`config.mk`:
```
export PLATFORM = sky130hd
export DESIGN_NAME = imm_pack
export DESIGN_NICKNAME = d
export VERILOG_FILES = /design/src/rtl/imm_pack_pkg.sv /design/src/rtl/imm_scatter.sv /design/src/rtl/imm_pack.sv
export SDC_FILE = /design/constraint.sdc
export NUM_CORES = 1
export LEC_CHECK = 0
export ABC_AREA = 1
export ABC_CLOCK_PERIOD_IN_PS = 1550
export CAP_MARGIN = 15
export CORE_MARGIN = 2
export CORE_UTILIZATION = 45
export CTS_BUF_LIST = sky130_fd_sc_hd__clkbuf_16
export DETAILED_ROUTE_END_ITERATION = 10
export HOLD_SLACK_MARGIN = 0.03
export PLACE_DENSITY = 0.75
export SYNTH_ARGS = -nofsm -noshare
export SYNTH_HDL_FRONTEND = slang
export SYNTH_HIERARCHICAL = 1
export SYNTH_SLANG_ARGS = --single-unit
export TNS_END_PERCENT = 30
```
`constraint.sdc`:
```
create_clock -name clk -period 1.55 [get_ports clk]
set_input_delay 0.2325 -clock clk [delete_from_list [all_inputs] [get_ports clk]]
set_output_delay 0.2325 -clock clk [all_outputs]
set_load 0.02 [all_outputs]
```
`src/rtl/imm_pack_pkg.sv`:
```
// ---------------------------------------------------------------------------
// imm_pack_pkg
// Shared definitions for the immediate extender / immediate packer pair.
//   imm_src_e    : immediate format selector (I/S/B/J), same coding as the
//                  extender's immsrc input
//   pack_entry_t : one output buffer entry {instr, immErr}
//   FIFO_DEPTH   : number of entries in the packer's output buffer
//   isSignRun    : true when bits [31:lsb] of a word are all equal
// ---------------------------------------------------------------------------
package imm_pack_pkg;

    typedef enum logic [1:0] {
        IMM_I = 2'b00,
        IMM_S = 2'b01,
        IMM_B = 2'b10,
        IMM_J = 2'b11
    } imm_src_e;

    typedef struct packed {
        logic [31:0] instr;
        logic        immErr;
    } pack_entry_t;

    localparam int FIFO_DEPTH = 2;

    // An arithmetic shift by lsb leaves all-zeros or all-ones exactly when
    // every bit from lsb up to 31 matches the sign bit.
    function automatic logic isSignRun(input logic [31:0] value, input int lsb);
        logic signed [31:0] shifted;
        shifted = $signed(value) >>> lsb;
        return (shifted == '0) || (shifted == '1);
    endfunction

endpackage

```
`src/rtl/imm_scatter.sv`:
```
// ---------------------------------------------------------------------------
// imm_scatter
// Combinational inverse of the immediate extender: scatters a sign-extended
// immediate into the I/S/B/J bit positions of a template instruction and
// flags immediates that the selected format cannot represent.
// Ports:
//   immsrc  (in, 2)  : format select, coded as imm_src_e
//   imm     (in, 32) : sign-extended immediate
//   base    (in, 32) : template instruction supplying all non-immediate bits
//   instr   (out, 32): packed instruction (truncated packing on overflow)
//   imm_err (out, 1) : immediate not representable in the selected format
// ---------------------------------------------------------------------------
module imm_scatter
    import imm_pack_pkg::*;
(
    input  logic [1:0]  immsrc,
    input  logic [31:0] imm,
    input  logic [31:0] base,
    output logic [31:0] instr,
    output logic        imm_err
);

    // Start from the template so every bit outside the immediate field keeps
    // its opcode/register/funct value, then overwrite only the immediate
    // positions of the chosen format. B and J drop imm[0] because branch and
    // jump offsets are always even, which is why an odd offset is an error.
    always_comb begin
        instr   = base;
        imm_err = 1'b0;
        case (imm_src_e'(immsrc))
            IMM_I: begin
                instr[31:20] = imm[11:0];
                imm_err      = !isSignRun(imm, 11);
            end
            IMM_S: begin
                instr[31:25] = imm[11:5];
                instr[11:7]  = imm[4:0];
                imm_err      = !isSignRun(imm, 11);
            end
            IMM_B: begin
                instr[31]    = imm[12];
                instr[30:25] = imm[10:5];
                instr[11:8]  = imm[4:1];
                instr[7]     = imm[11];
                imm_err      = imm[0] || !isSignRun(imm, 12);
            end
            IMM_J: begin
                instr[31]    = imm[20];
                instr[30:21] = imm[10:1];
                instr[20]    = imm[11];
                instr[19:12] = imm[19:12];
                imm_err      = imm[0] || !isSignRun(imm, 20);
            end
        endcase
    end

endmodule

```
`src/rtl/imm_pack.sv`:
```
// ---------------------------------------------------------------------------
// imm_pack
// Immediate packer with a valid/ready stream interface. Each accepted beat is
// packed by imm_scatter and stored in a 2-entry output FIFO; the head entry
// drives the outputs. Saturating counters track accepted beats and accepted
// beats whose immediate was not representable.
// Ports:
//   clk, reset_n          : rising-edge clock, async active-low reset
//   flush                 : sync clear of FIFO and both counters
//   in_valid / in_ready   : input handshake (in_ready depends on state only)
//   immsrc, imm, base     : format select, immediate, template instruction
//   out_valid / out_ready : output handshake
//   instr, imm_err        : head entry of the FIFO
//   pkt_count, err_count  : saturating beat / error counters
// ---------------------------------------------------------------------------
module imm_pack
    import imm_pack_pkg::*;
#(
    parameter int CNT_W = 16
) (
    input  logic             clk,
    input  logic             reset_n,
    input  logic             flush,
    input  logic             in_valid,
    output logic             in_ready,
    input  logic [1:0]       immsrc,
    input  logic [31:0]      imm,
    input  logic [31:0]      base,
    output logic             out_valid,
    input  logic             out_ready,
    output logic [31:0]      instr,
    output logic             imm_err,
    output logic [CNT_W-1:0] pkt_count,
    output logic [CNT_W-1:0] err_count
);

    pack_entry_t      r_mem [FIFO_DEPTH];
    logic             r_wrPtr;
    logic             r_rdPtr;
    logic [1:0]       r_count;
    logic [CNT_W-1:0] r_pktCount;
    logic [CNT_W-1:0] r_errCount;

    logic [31:0]      w_packedInstr;
    logic             w_packedErr;
    logic             w_push;
    logic             w_pop;

    imm_scatter u_scatter (
        .immsrc  (immsrc),
        .imm     (imm),
        .base    (base),
        .instr   (w_packedInstr),
        .imm_err (w_packedErr)
    );

    // Both handshakes look only at the registered occupancy, so a full
    // buffer refuses a beat even when the head is leaving this cycle.
    assign in_ready  = (r_count < 2'd2);
    assign out_valid = (r_count != 2'd0);
    assign w_push    = in_valid && in_ready;
    assign w_pop     = out_valid && out_ready;

    assign instr     = r_mem[r_rdPtr].instr;
    assign imm_err   = r_mem[r_rdPtr].immErr;
    assign pkt_count = r_pktCount;
    assign err_count = r_errCount;

    // FIFO storage, pointers, occupancy and counters. Storage is cleared on
    // reset so the outputs read zero until the first beat arrives. A flush
    // wins over any handshake in the same cycle; that beat is lost.
    always_ff @(posedge clk or negedge reset_n) begin
        if (!reset_n) begin
            for (int i = 0; i < FIFO_DEPTH; i++) begin
                r_mem[i] <= '0;
            end
            r_wrPtr    <= 1'b0;
            r_rdPtr    <= 1'b0;
            r_count    <= 2'd0;
            r_pktCount <= '0;
            r_errCount <= '0;
        end else if (flush) begin
            r_wrPtr    <= 1'b0;
            r_rdPtr    <= 1'b0;
            r_count    <= 2'd0;
            r_pktCount <= '0;
            r_errCount <= '0;
        end else begin
            if (w_push) begin
                r_mem[r_wrPtr] <= '{instr: w_packedInstr, immErr: w_packedErr};
                r_wrPtr        <= ~r_wrPtr;
                if (r_pktCount != '1) begin
                    r_pktCount <= r_pktCount + 1'b1;
                end
                if (w_packedErr && (r_errCount != '1)) begin
                    r_errCount <= r_errCount + 1'b1;
                end
            end
            if (w_pop) begin
                r_rdPtr <= ~r_rdPtr;
            end
            case ({w_push, w_pop})
                2'b10:   r_count <= r_count + 2'd1;
                2'b01:   r_count <= r_count - 2'd1;
                default: r_count <= r_count;
            endcase
        end
    end

endmodule

```
==> impl_results.rst, run 1 <==
.. list-table::
   :header-rows: 1

   * - Metric
     - Value
   * - Routed length per instance
     - 13.1 um
   * - GR met1 Demand/Resource
     - 0.293
   * - Highest attainable clock frequency
     - 649 MHz
   * - Cell area power density
     - 1320 nW/um^2
   * - Worst vdd ir
     - 1100 uV
   * - Status
     - complete, no violations
   * - Number of DRC violations after detailed routing
     - 0
   * - Setup-failing EPs final
     - 0
   * - Met3 track demand over resource
     - 0.0343
   * - I/O pin count
     - around 140
   * - Final Max Tran Viols
     - 0
   * - Total iterations of the first detailed-routing run
     - 5
   * - Relative slew margins
     - 0.634
   * - Count of routing violations after the opening detailed-route iteration
     - just over 400
   * - Count of input and output buffers
     - 130
   * - # clock sinks
     - approximately 100
   * - Signed area change from the synthesized netlist to the final layout
     - 42.0%
   * - Post-Route Setup TNS
     - 0 ns
   * - Hold Path Class
     - in -> reg
   * - Synth Area in Compound Gates
     - 0.0846
   * - Worst hold path cell count
     - 5
   * - Antenna cells
     - 0
   * - Die width
     - 119 um
   * - Average vias per placed instance
     - just under 5
   * - Kind of end point of the critical path
     - primary output
   * - Gate count of the mapped netlist
     - between 800 and 900
   * - Multi-input gate area in the final layout
     - between 3000 and 4000 sq um
   * - RSZ-0062 raised after global routing
     - yes
   * - Congestion Overflow GR
     - 0
   * - Critical path class
     - reg -> out
   * - Layer with the highest usage after global routing
     - met2
   * - Worst Path Required
     - 1.32 ns
   * - CTS max path bufs
     - 2
   * - Final worst path period share
     - 0.993
   * - Global-route wire length before repair
     - 24,900 um
   * - Share of synthesized area spent on multiplexers
     - 0
   * - Initial Util
     - 0.465
   * - Utilization after layout
     - 0.660
   * - Placed Area
     - 7660 sq um
   * - Yosys reg bits
     - 102
   * - Fraction of synthesized cell area in xor and xnor cells
     - 0.0163
   * - Critical Path AT
     - between 1 and 1.5 ns
   * - Shortest clock period the worst path allows after layout
     - 1.54 ns
   * - Count of unique library cells instantiated by Yosys
     - 31
   * - TritonCTS clock tree
     - done
   * - Layout filler cell count
     - 1,163
   * - Simple-gate portion of the synthesized area
     - 0.356
   * - Clock-pin slew on the worst setup and hold paths
     - 0.07 ns
   * - Final instance area
     - 8400 sq um
   * - Dominant combinational cell family by area after synthesis
     - simple AND/OR/NAND/NOR gates
   * - Transition time at the pin with the least slew margin
     - about 0.55 ns
   * - Seq. cell area
     - 2560 sq um
   * - Via count
     - 5,731
   * - Full die area
     - between 10,000 and 15,000 sq um
   * - Count of final hold-check violations
     - 0
   * - Number of levels in the clock H-tree
     - 3
   * - Row count
     - 41
   * - Met2 track demand over resource in global routing
     - 0.350
   * - Root Buffer Master
     - sky130_fd_sc_hd__clkbuf_16
   * - Antenna viol nets, final
     - 0
   * - Final RePlAce weighted congestion
     - around 0.89
   * - Startpoint type of the worst setup path
     - flip-flop
   * - Core area
     - 12,700 sq um
   * - Sequential area share after synthesis
     - 0.431
   * - Number of max-capacitance violations reported
     - 0
   * - HPWL after DPL
     - ~11,000 um
   * - Pin count of the biggest net entering global routing
     - 103
   * - Worst Clk Skew
     - 0.00752 ns
   * - Total Nets Final
     - 1,069
   * - Synthesized area
     - between 5000 and 6000 sq um
   * - Initial antenna violation count
     - 0
   * - Yosys Warn Count
     - 6
   * - Worst-skew pair later-pin latency
     - 0.35 ns
   * - Detailed Route WL
     - 15,300 um
   * - Post-synth net total
     - between 900 and 1k
   * - Share of final-layout standard cells stronger than drive strength 1
     - 0.232
   * - Leak pwr
     - 4.43 nW
   * - Mean cell area of the mapped netlist
     - 7.12 sq um
   * - Adder-Cell Fraction of Synth Area
     - 0.0127
   * - Crit-path max FO
     - 11
   * - Logic depth of the worst register-to-register path
     - 10
   * - Vias in the first global route
     - ~5.3k
   * - Inserted Clock Buffers
     - 9
   * - Die height
     - 119 um
   * - GRT Util Overall
     - 0.216
-- placed cells by master (no fill, tap or decap), types with 4 or more instances in the layout --
cell type / instances
sky130_fd_sc_hd__nand3_1: 48
sky130_fd_sc_hd__dfrtp_2: 8
sky130_fd_sc_hd__o21ai_1: 6
sky130_fd_sc_hd__clkbuf_16: 10
sky130_fd_sc_hd__inv_1: 68
sky130_fd_sc_hd__nand2_4: 8
sky130_fd_sc_hd__nor2_1: 57
sky130_fd_sc_hd__clkbuf_2: 5
sky130_fd_sc_hd__nand2_1: 285
sky130_fd_sc_hd__nand2_8: 4
sky130_fd_sc_hd__buf_6: 31
sky130_fd_sc_hd__inv_2: 7
sky130_fd_sc_hd__xor2_1: 9
sky130_fd_sc_hd__nor2_4: 11
sky130_fd_sc_hd__clkdlybuf4s50_1: 39
sky130_fd_sc_hd__o21ai_0: 76
sky130_fd_sc_hd__buf_4: 52
sky130_fd_sc_hd__o21bai_1: 4
sky130_fd_sc_hd__nand3_2: 10
sky130_fd_sc_hd__nand2_2: 44
sky130_fd_sc_hd__a21oi_1: 6
sky130_fd_sc_hd__dfrtp_1: 94
sky130_fd_sc_hd__dlymetal6s2s_1: 18
sky130_fd_sc_hd__nor2_2: 5
sky130_fd_sc_hd__nand4_1: 12
sky130_fd_sc_hd__buf_12: 7
sky130_fd_sc_hd__dlygate4sd2_1: 33
-- power by group --
part	internal (W)	switching, W
clock	0.00126	0.00102
sequential	0.00353	0.000513
combinational	0.00213	0.00265
-- state kept, by name, indices dropped and copies added, names as in the netlist --
signal     count
pkt_count     16
r_wrPtr        1
r_mem         66
err_count     16
r_count        2
r_rdPtr        1
-- worst paths after layout --
check / startpoint / end / slack [ns]
worst max-delay path: r_rdPtr / instr[11] / 0.01
worst min-delay path: imm[17] / r_mem[51] / 0.32
worst max register to register: err_count[1] / err_count[10] / 0.04
worst min register to register: r_mem[19] / r_mem[19] / 0.49
max in group asynchronous: reset_n / err_count[8] / 0.63
min in group asynchronous: reset_n / r_mem[48] / 0.48
-- kinds of logic after synthesis --
| family | count (synthesis) |
|---|---|
| flip-flops | 102 |
| adder cells (fa/ha/maj) | 6 |
| buffers and inverters | 124 |
| XOR/XNOR | 11 |
| AND/OR/NAND/NOR | 492 |
| AO/OA/AOI/OAI | 96 |
-- cell usage after synthesis, drive strengths merged --
library cell	number	area (sq um)
a21oi	7	35.0
buf	31	235
clkbuf	15	60.1
clkinv	1	3.75
dfrtp	102	2550
ha	6	75.1
inv	77	289
nand2	338	1310
nand3	58	310
nand3b	3	35.0
nand4	12	75.1
nor2	73	327
nor3	5	25.0
o211ai	1	7.51
o21ai	84	428
o21bai	4	30.0
or2	3	18.8
xnor2	2	17.5
xor2	9	78.8
-- metal layers --
layer,vias up,share of wire
met5,-,0
met4,0,0.018
met2,155,0.48
met3,26,0.048
met1,2637,0.45
li1,2913,-
-- stage by stage --
step | total power [W] | setup slack [ns] | hold WS, ns | std cells
6_report | 0.0111 | 0.0102 | 0.318 | 1169
2_1_floorplan | 0.00636 | 0.00161 | -0.0631 | 831
4_1_cts | 0.0108 | -0.150 | 0.443 | 1163
3_5_place_dp | 0.00834 | -0.665 | 0.345 | 1143
5_1_grt | 0.0118 | -0.0610 | 0.353 | 1169
3_3_place_gp | 0.00826 | -0.623 | 0.343 | 1143
-- repair_timing --
item | CTS | global route
gates cloned | 2 | 3
setup buffers | 1 | 3
resized for setup | 228 | 122
pin swaps | 2 | 34
hold buffers | 1 | 0
endpoints found under the setup margin | 106 | 76
hold endpoints to repair | 102 | 0
-- critical path, cell delays in order (launching register included) --
cell and delay [ns]:
sky130_fd_sc_hd__dfrtp_2 0.42, sky130_fd_sc_hd__clkinv_4 0.12, sky130_fd_sc_hd__buf_12 0.16, sky130_fd_sc_hd__nand2_1 0.07, sky130_fd_sc_hd__nand2_2 0.06, sky130_fd_sc_hd__buf_6 0.13
-- area by class of cell --
cell class                 instances  area share
clock inverter                     7     0.00834
timing repair buffer             193       0.228
inverter                          78      0.0363
tap                              172      0.0256
multi-input combinational        608       0.370
sequential                       102       0.305
clock buffer                       9      0.0268
Note: power is estimated with default switching activity, not from simulation.
==> run 2: changes to the inputs <==
==> constraint.sdc (replaced) <==
create_clock -name clk -period 1.55 [get_ports clk]
set_input_delay 0.31 -clock clk [delete_from_list [all_inputs] [get_ports clk]]
set_output_delay 0.31 -clock clk [all_outputs]
set_load 0.02 [all_outputs]
==> impl_results.rst, run 2 (synthesis results as in run 1) <==
.. list-table::
   :header-rows: 1

   * - Metric
     - Value
   * - Status
     - finished, violations left
   * - Violated checks
     - setup timing
   * - Initial Util
     - 0.465
   * - Comb power frac
     - 0.449
   * - Dpl ws
     - -0.703 ns
   * - Inserted Clock Buffers
     - 9
   * - RSZ-0062 raised after global routing
     - yes
   * - Power Internal
     - 0.00733 W
   * - Pin count of the biggest net entering global routing
     - 68
   * - Wire length on met1
     - 7300 um
   * - CTS max path bufs
     - 2
   * - Kind of end point of the critical path
     - primary output
   * - Hold Worst Slack
     - 0.332 ns
   * - # clock sinks
     - a little over 100
   * - Flip-flop count of the largest register after layout
     - between 60 and 70
   * - Cell area power density
     - 1370 nW/um^2
   * - I/O pin count
     - 138
   * - Final Max Tran Viols
     - 0
   * - Congestion Overflow GR
     - 0
   * - Highest attainable clock frequency
     - roughly 590 MHz
   * - Die height
     - approximately 120 um
   * - Full die area
     - 14,100 sq um
   * - Leak pwr
     - around 4.5 nW
   * - Vias in the first global route
     - 5,514
   * - Sw Ratio
     - 0.383
   * - Hold Path Class
     - in -> reg
   * - Clock-pin slew on the worst setup and hold paths
     - 0.07 ns
   * - WL met3
     - around 640 um
   * - Layout filler cell count
     - 1,141
   * - Count of routing violations after the opening detailed-route iteration
     - around 440
   * - Die width
     - 119 um
   * - Final worst path period share
     - 1.10
   * - Reg with most FFs
     - r_mem
   * - Fraction of power consumed by the clock network
     - 0.203
   * - Relative slew margins
     - 0.757
   * - Worst Path Required
     - 1.24 ns
   * - Most frequent cells in the layout
     - sky130_fd_sc_hd__nand2_1, sky130_fd_sc_hd__dfrtp_1, sky130_fd_sc_hd__o21ai_0, sky130_fd_sc_hd__buf_4, sky130_fd_sc_hd__inv_1
   * - Reg-to-reg slack, setup
     - 0.03 ns
   * - Number of levels in the clock H-tree
     - 3
   * - Average vias per placed instance
     - 4.90
   * - Worst-skew pair later-pin latency
     - 0.35 ns
   * - Transition time at the pin with the least slew margin
     - ~0.36 ns
   * - TritonCTS clock tree
     - done
   * - Row count
     - 41
   * - Count of non-filler cells in the finished layout
     - 1,195
   * - Critical path class
     - reg -> out
   * - Critical Path Slowest Stage Cell
     - sky130_fd_sc_hd__dfrtp_2
   * - Setup-failing EPs final
     - 33
   * - Sw power
     - 0.00454 W
   * - Shortest clock period the worst path allows after layout
     - 1.70 ns
   * - Sequential share of power
     - 0.348
   * - Worst Clk Skew
     - 0.00749 ns
   * - Crit-path max FO
     - 5
   * - Crit path top cell by count
     - sky130_fd_sc_hd__buf_6
   * - Number of max-capacitance violations reported
     - 0
   * - Final RePlAce weighted congestion
     - 0.850
   * - Count of input and output buffers
     - 130
   * - Root Buffer Master
     - sky130_fd_sc_hd__clkbuf_16
   * - Total placed cells including tap cells
     - between 1k and 1.5k
   * - Signed area change from the synthesized netlist to the final layout
     - 46.4%
   * - Antenna cells
     - 0
   * - HPWL after DPL
     - 11,200 um
   * - Antenna viol nets, final
     - 0
   * - GRT Util Overall
     - 0.229
   * - Met2 routed wirelength
     - 8010 um
   * - Total Nets Final
     - about 1.1k
   * - Critical Path, Cell by Cell
     - clkinv_4, buf_8, buf_6, nand2_4, nand2_2, buf_6
   * - Global-route wire length before repair
     - 26,100 um
   * - Via count
     - just under 6k
   * - Most common library cell in the layout ignoring fill and taps
     - sky130_fd_sc_hd__nand2_1
   * - Critical Path AT
     - 1.39 ns
   * - Initial antenna violation count
     - 0
   * - Core area
     - between 10,000 and 15,000 sq um
   * - Detailed Route WL
     - 16,200 um
   * - Smallest setup slack after layout
     - -0.154 ns
   * - Max layer used
     - met4
   * - Total iterations of the first detailed-routing run
     - 5
   * - Number of DRC violations after detailed routing
     - 0
   * - Count of final hold-check violations
     - 0
   * - Share of final-layout standard cells stronger than drive strength 1
     - 0.288
   * - Worst vdd ir
     - 743 uV
   * - Routed length per instance
     - between 10 and 15 um
   * - Slowest stage delay, CP
     - 0.41 ns
   * - Startpoint type of the worst setup path
     - flip-flop
run 2: changes by cell type in the layout (fill, tap and decap cells not counted), moves of 4 or more:
| cell | before | now |
|---|---|---|
| sky130_fd_sc_hd__nand2_2 | 44 | 56 |
| sky130_fd_sc_hd__nand3_2 | 10 | 6 |
| sky130_fd_sc_hd__clkdlybuf4s15_1 | 0 | 4 |
| sky130_fd_sc_hd__clkbuf_2 | 5 | 21 |
| sky130_fd_sc_hd__buf_6 | 31 | 42 |
| sky130_fd_sc_hd__nand2_4 | 8 | 20 |
| sky130_fd_sc_hd__dlymetal6s2s_1 | 18 | 1 |
| sky130_fd_sc_hd__buf_4 | 52 | 67 |
| sky130_fd_sc_hd__nand2_1 | 285 | 261 |
| sky130_fd_sc_hd__nand3_1 | 48 | 52 |
run 2: per-stage QoR:
| stage | power, W | utilization | TNS [ns] | instance area, sq um |
|---|---|---|---|---|
| final | 0.0119 | 0.681 | -4.01 | 8660 |
| after global placement | 0.00822 | 0.609 | -39.17 | 7740 |
| after global routing | 0.0126 | 0.681 | -5.92 | 8660 |
| after detailed placement | 0.00833 | 0.609 | -40.27 | 7740 |
| after floorplan | 0.00637 | - | 0 | 5950 |
| after CTS | 0.0114 | 0.659 | -4.45 | 8380 |
run 2: repair_timing:
action | in CTS | in global routing
cloned | 5 | 0
pin swaps | 27 | 51
setup buffers | 11 | 11
hold endpoints to repair | 20 | 0
setup endpoints to repair | 114 | 82
hold buffers | 1 | 0
resized for setup | 309 | 130
run 2: final cells by class:
class                   instances  area [sq um]  share of cell area
repair buffers                219          2070               0.239
clock buffers                   9           225              0.0260
inverters                      78           304              0.0351
clock inverters                 7          86.3             0.00996
well taps                     172           215              0.0248
flip-flops and latches        102          2560               0.296
multi-input cells             608          3200               0.370
run 2: final timing paths:
kind,from,to,cells after the start
hold reg to reg,r_mem[7],r_mem[7],2
max in group asynchronous,reset_n,r_mem[7],3
hold / removal,imm[18],r_mem[52],5
setup / recovery,r_rdPtr,instr[27],6
min in group asynchronous,reset_n,r_mem[16],2
setup reg to reg,err_count[1],err_count[14],10
run 2: worst max-delay path: cells and delay by family (launching register included):
kind	cells	cell delay, ns
flip-flops	1	0.41
AND/OR/NAND/NOR	2	0.10
buffers and inverters	4	0.52
run 2: power groups by stage:
stage	Sequential (W)	Combinational [W]	Clock [W]
global route	0.00424	0.00582	0.00256
CTS	0.00401	0.00496	0.00245
global placement	0.00397	0.00424	0
detailed placement	0.00401	0.00432	0
finish	0.00414	0.00533	0.00241
floorplan	0.00396	0.00242	0
run 2: layer usage:
metal,vias up,global-route usage
met5,-,0
met2,166,0.374
li1,2976,-
met3,21,0.0309
met4,0,0.0885
met1,2697,0.309
==> run 3: changes to the inputs <==
--- a/config.mk
+++ b/config.mk
@@ -14,6 +14,7 @@
 export DETAILED_ROUTE_END_ITERATION = 10
 export HOLD_SLACK_MARGIN = 0.03
 export PLACE_DENSITY = 0.75
+export REMOVE_ABC_BUFFERS = 1
 export SYNTH_ARGS = -nofsm -noshare
 export SYNTH_HDL_FRONTEND = slang
 export SYNTH_HIERARCHICAL = 1
==> impl_results.rst, run 3 (synthesis results as in run 1) <==
.. list-table::
   :header-rows: 1

   * - Metric
     - Value
   * - Transition time at the pin with the least slew margin
     - 0.400 ns
   * - Worst vdd ir
     - 970 uV
   * - Number of max-capacitance violations reported
     - 0
   * - HPWL after DPL
     - 10,600 um
   * - Signed area change from the synthesized netlist to the final layout
     - 41.8%
   * - Critical Path AT
     - 1.33 ns
   * - Slowest stage delay, CP
     - 0.42 ns
   * - Total power draw
     - 0.0110 W
   * - Total Nets Final
     - 1,078
   * - Highest attainable clock frequency
     - 609 MHz
   * - Violated checks
     - setup timing
   * - Clock-pin slew on the worst setup and hold paths
     - 0.07 ns
   * - Count of routing violations after the opening detailed-route iteration
     - 515
   * - Critical path class
     - reg -> out
   * - Inserted Clock Buffers
     - 9
   * - Row count
     - about 40
   * - Smallest setup slack after layout
     - -0.0919 ns
   * - Worst Clk Skew
     - ~0.0046 ns
   * - Congestion Overflow GR
     - 0
   * - Pin count of the biggest net entering global routing
     - 49
   * - Multi-input gate area in the final layout
     - ~3200 sq um
   * - Count of input and output buffers
     - 130
   * - Global-route wire length before repair
     - 25,200 um
   * - Number of DRC violations after detailed routing
     - 0
   * - Root Buffer Master
     - sky130_fd_sc_hd__clkbuf_16
   * - Crit path top cell by count
     - sky130_fd_sc_hd__nand2_2
   * - Count of non-filler cells in the finished layout
     - 1,178
   * - Initial antenna violation count
     - 0
   * - Crit-path max FO
     - 7
   * - Setup-failing EPs final
     - 33
   * - Status
     - finished, violations left
   * - Cell area power density
     - 1320 nW/um^2
   * - Die height
     - 119 um
   * - Kind of end point of the critical path
     - primary output
   * - Shortest clock period the worst path allows after layout
     - 1.64 ns
   * - Critical Path, Cell by Cell
     - clkinv_4, clkbuf_16, nand2_2, nand2_2, buf_6
   * - Relative slew margins
     - 0.731
   * - Routed length per instance
     - 13.2 um
   * - Final Max Tran Viols
     - 0
   * - Final worst path period share
     - 1.06
   * - RSZ-0062 raised after global routing
     - yes
   * - Reg with most FFs
     - r_mem
   * - Layout filler cell count
     - 1,141
   * - # clock sinks
     - around 100
   * - Antenna viol nets, final
     - 0
   * - Worst Path Required
     - 1.24 ns
   * - Critical Path Slowest Stage Cell
     - sky130_fd_sc_hd__dfrtp_2
   * - Flip-flop count of the largest register after layout
     - 66
   * - Hold Path Class
     - in -> reg
   * - Antenna cells
     - 0
   * - TritonCTS clock tree
     - done
   * - Most common library cell in the layout ignoring fill and taps
     - sky130_fd_sc_hd__nand2_1
   * - Final RePlAce weighted congestion
     - 0.826
   * - Share of final-layout standard cells stronger than drive strength 1
     - 0.262
   * - GRT Util Overall
     - 0.218
   * - Total iterations of the first detailed-routing run
     - 5
   * - Leak pwr
     - 4.27 nW
   * - CTS max path bufs
     - 2
   * - Die width
     - 119 um
   * - Core area
     - between 10,000 and 15,000 sq um
   * - Number of levels in the clock H-tree
     - 3
   * - Total placed cells including tap cells
     - about 1.1k
   * - Most frequent cells in the layout
     - sky130_fd_sc_hd__nand2_1, sky130_fd_sc_hd__dfrtp_1, sky130_fd_sc_hd__o21ai_0, sky130_fd_sc_hd__inv_1, sky130_fd_sc_hd__buf_4
   * - Startpoint type of the worst setup path
     - flip-flop
   * - Seq. cell area
     - 2560 sq um
   * - Count of final hold-check violations
     - 0
   * - Initial Util
     - 0.465
   * - Via count
     - approximately 5.8k
   * - Detailed Route WL
     - 15,600 um
   * - I/O pin count
     - 138
   * - Full die area
     - between 10,000 and 15,000 sq um
   * - Worst-skew pair later-pin latency
     - about 0.35 ns
   * - Average vias per placed instance
     - 4.90
   * - Vias in the first global route
     - 5,320
[run 3: cell type report]
type                    instances  area share
multi-input cells             608       0.376
flip-flops and latches        102       0.305
repair buffers                202       0.226
inverters                      78      0.0364
clock buffers                   9      0.0268
well taps                     172      0.0257
clock inverters                 7     0.00492
[run 3: repair_timing]
item | CTS | global route
endpoints found under the hold margin | 21 | 0
buffers inserted | 3 | 3
pin swaps | 12 | 45
gates resized for setup | 282 | 130
endpoints found under the setup margin | 112 | 64
gates cloned | 3 | 3
hold buffers | 1 | 0
[run 3: critical path: cells and delay by family (launching register included)]
kind | cells | cell delay (ns)
buffers and inverters | 3 | 0.44
AND/OR/NAND/NOR | 2 | 0.12
flip-flops | 1 | 0.42
[run 3: worst paths after layout]
check                                  start      endpoint  slack, ns  depth (start not counted)
min in group asynchronous            reset_n     r_mem[46]       0.41                          2
worst max register to register  err_count[0]  err_count[3]          0                         10
worst min register to register     r_mem[57]     r_mem[57]       0.48                          2
worst min-delay path                 imm[15]     r_mem[49]       0.35                          5
worst max-delay path                 r_rdPtr      instr[8]      -0.09                          5
max in group asynchronous            reset_n  err_count[8]       0.58                          3
[run 3: per-layer routing]
metal  track usage  part of all wire
met3        0.0463             0.030
met1         0.298              0.47
met2         0.353              0.49
met5             0                 0
met4        0.0543             0.012
[run 3: power by group]
| group | total (W) | internal (W) | switching (W) |
|---|---|---|---|
| Sequential | 0.00406 | 0.00353 | 0.000533 |
| Combinational | 0.00493 | 0.00222 | 0.00270 |
| Clock | 0.00205 | 0.00107 | 0.000978 |
| Total | 0.0110 | 0.00682 | 0.00421 |
[run 3: stage by stage]
step                 util  TNS, ns  area (sq um)  hold WS, ns  worst slack (ns)
global route        0.659    -4.58          8390        0.385            -0.141
floorplan               -   -80.50          5620       0.0144             -1.18
CTS                 0.639    -2.79          8130        0.400            -0.151
detailed placement  0.604   -39.98          7690        0.231            -0.904
global placement    0.604   -37.73          7690        0.232            -0.855
finish              0.659    -2.01          8390        0.351           -0.0919
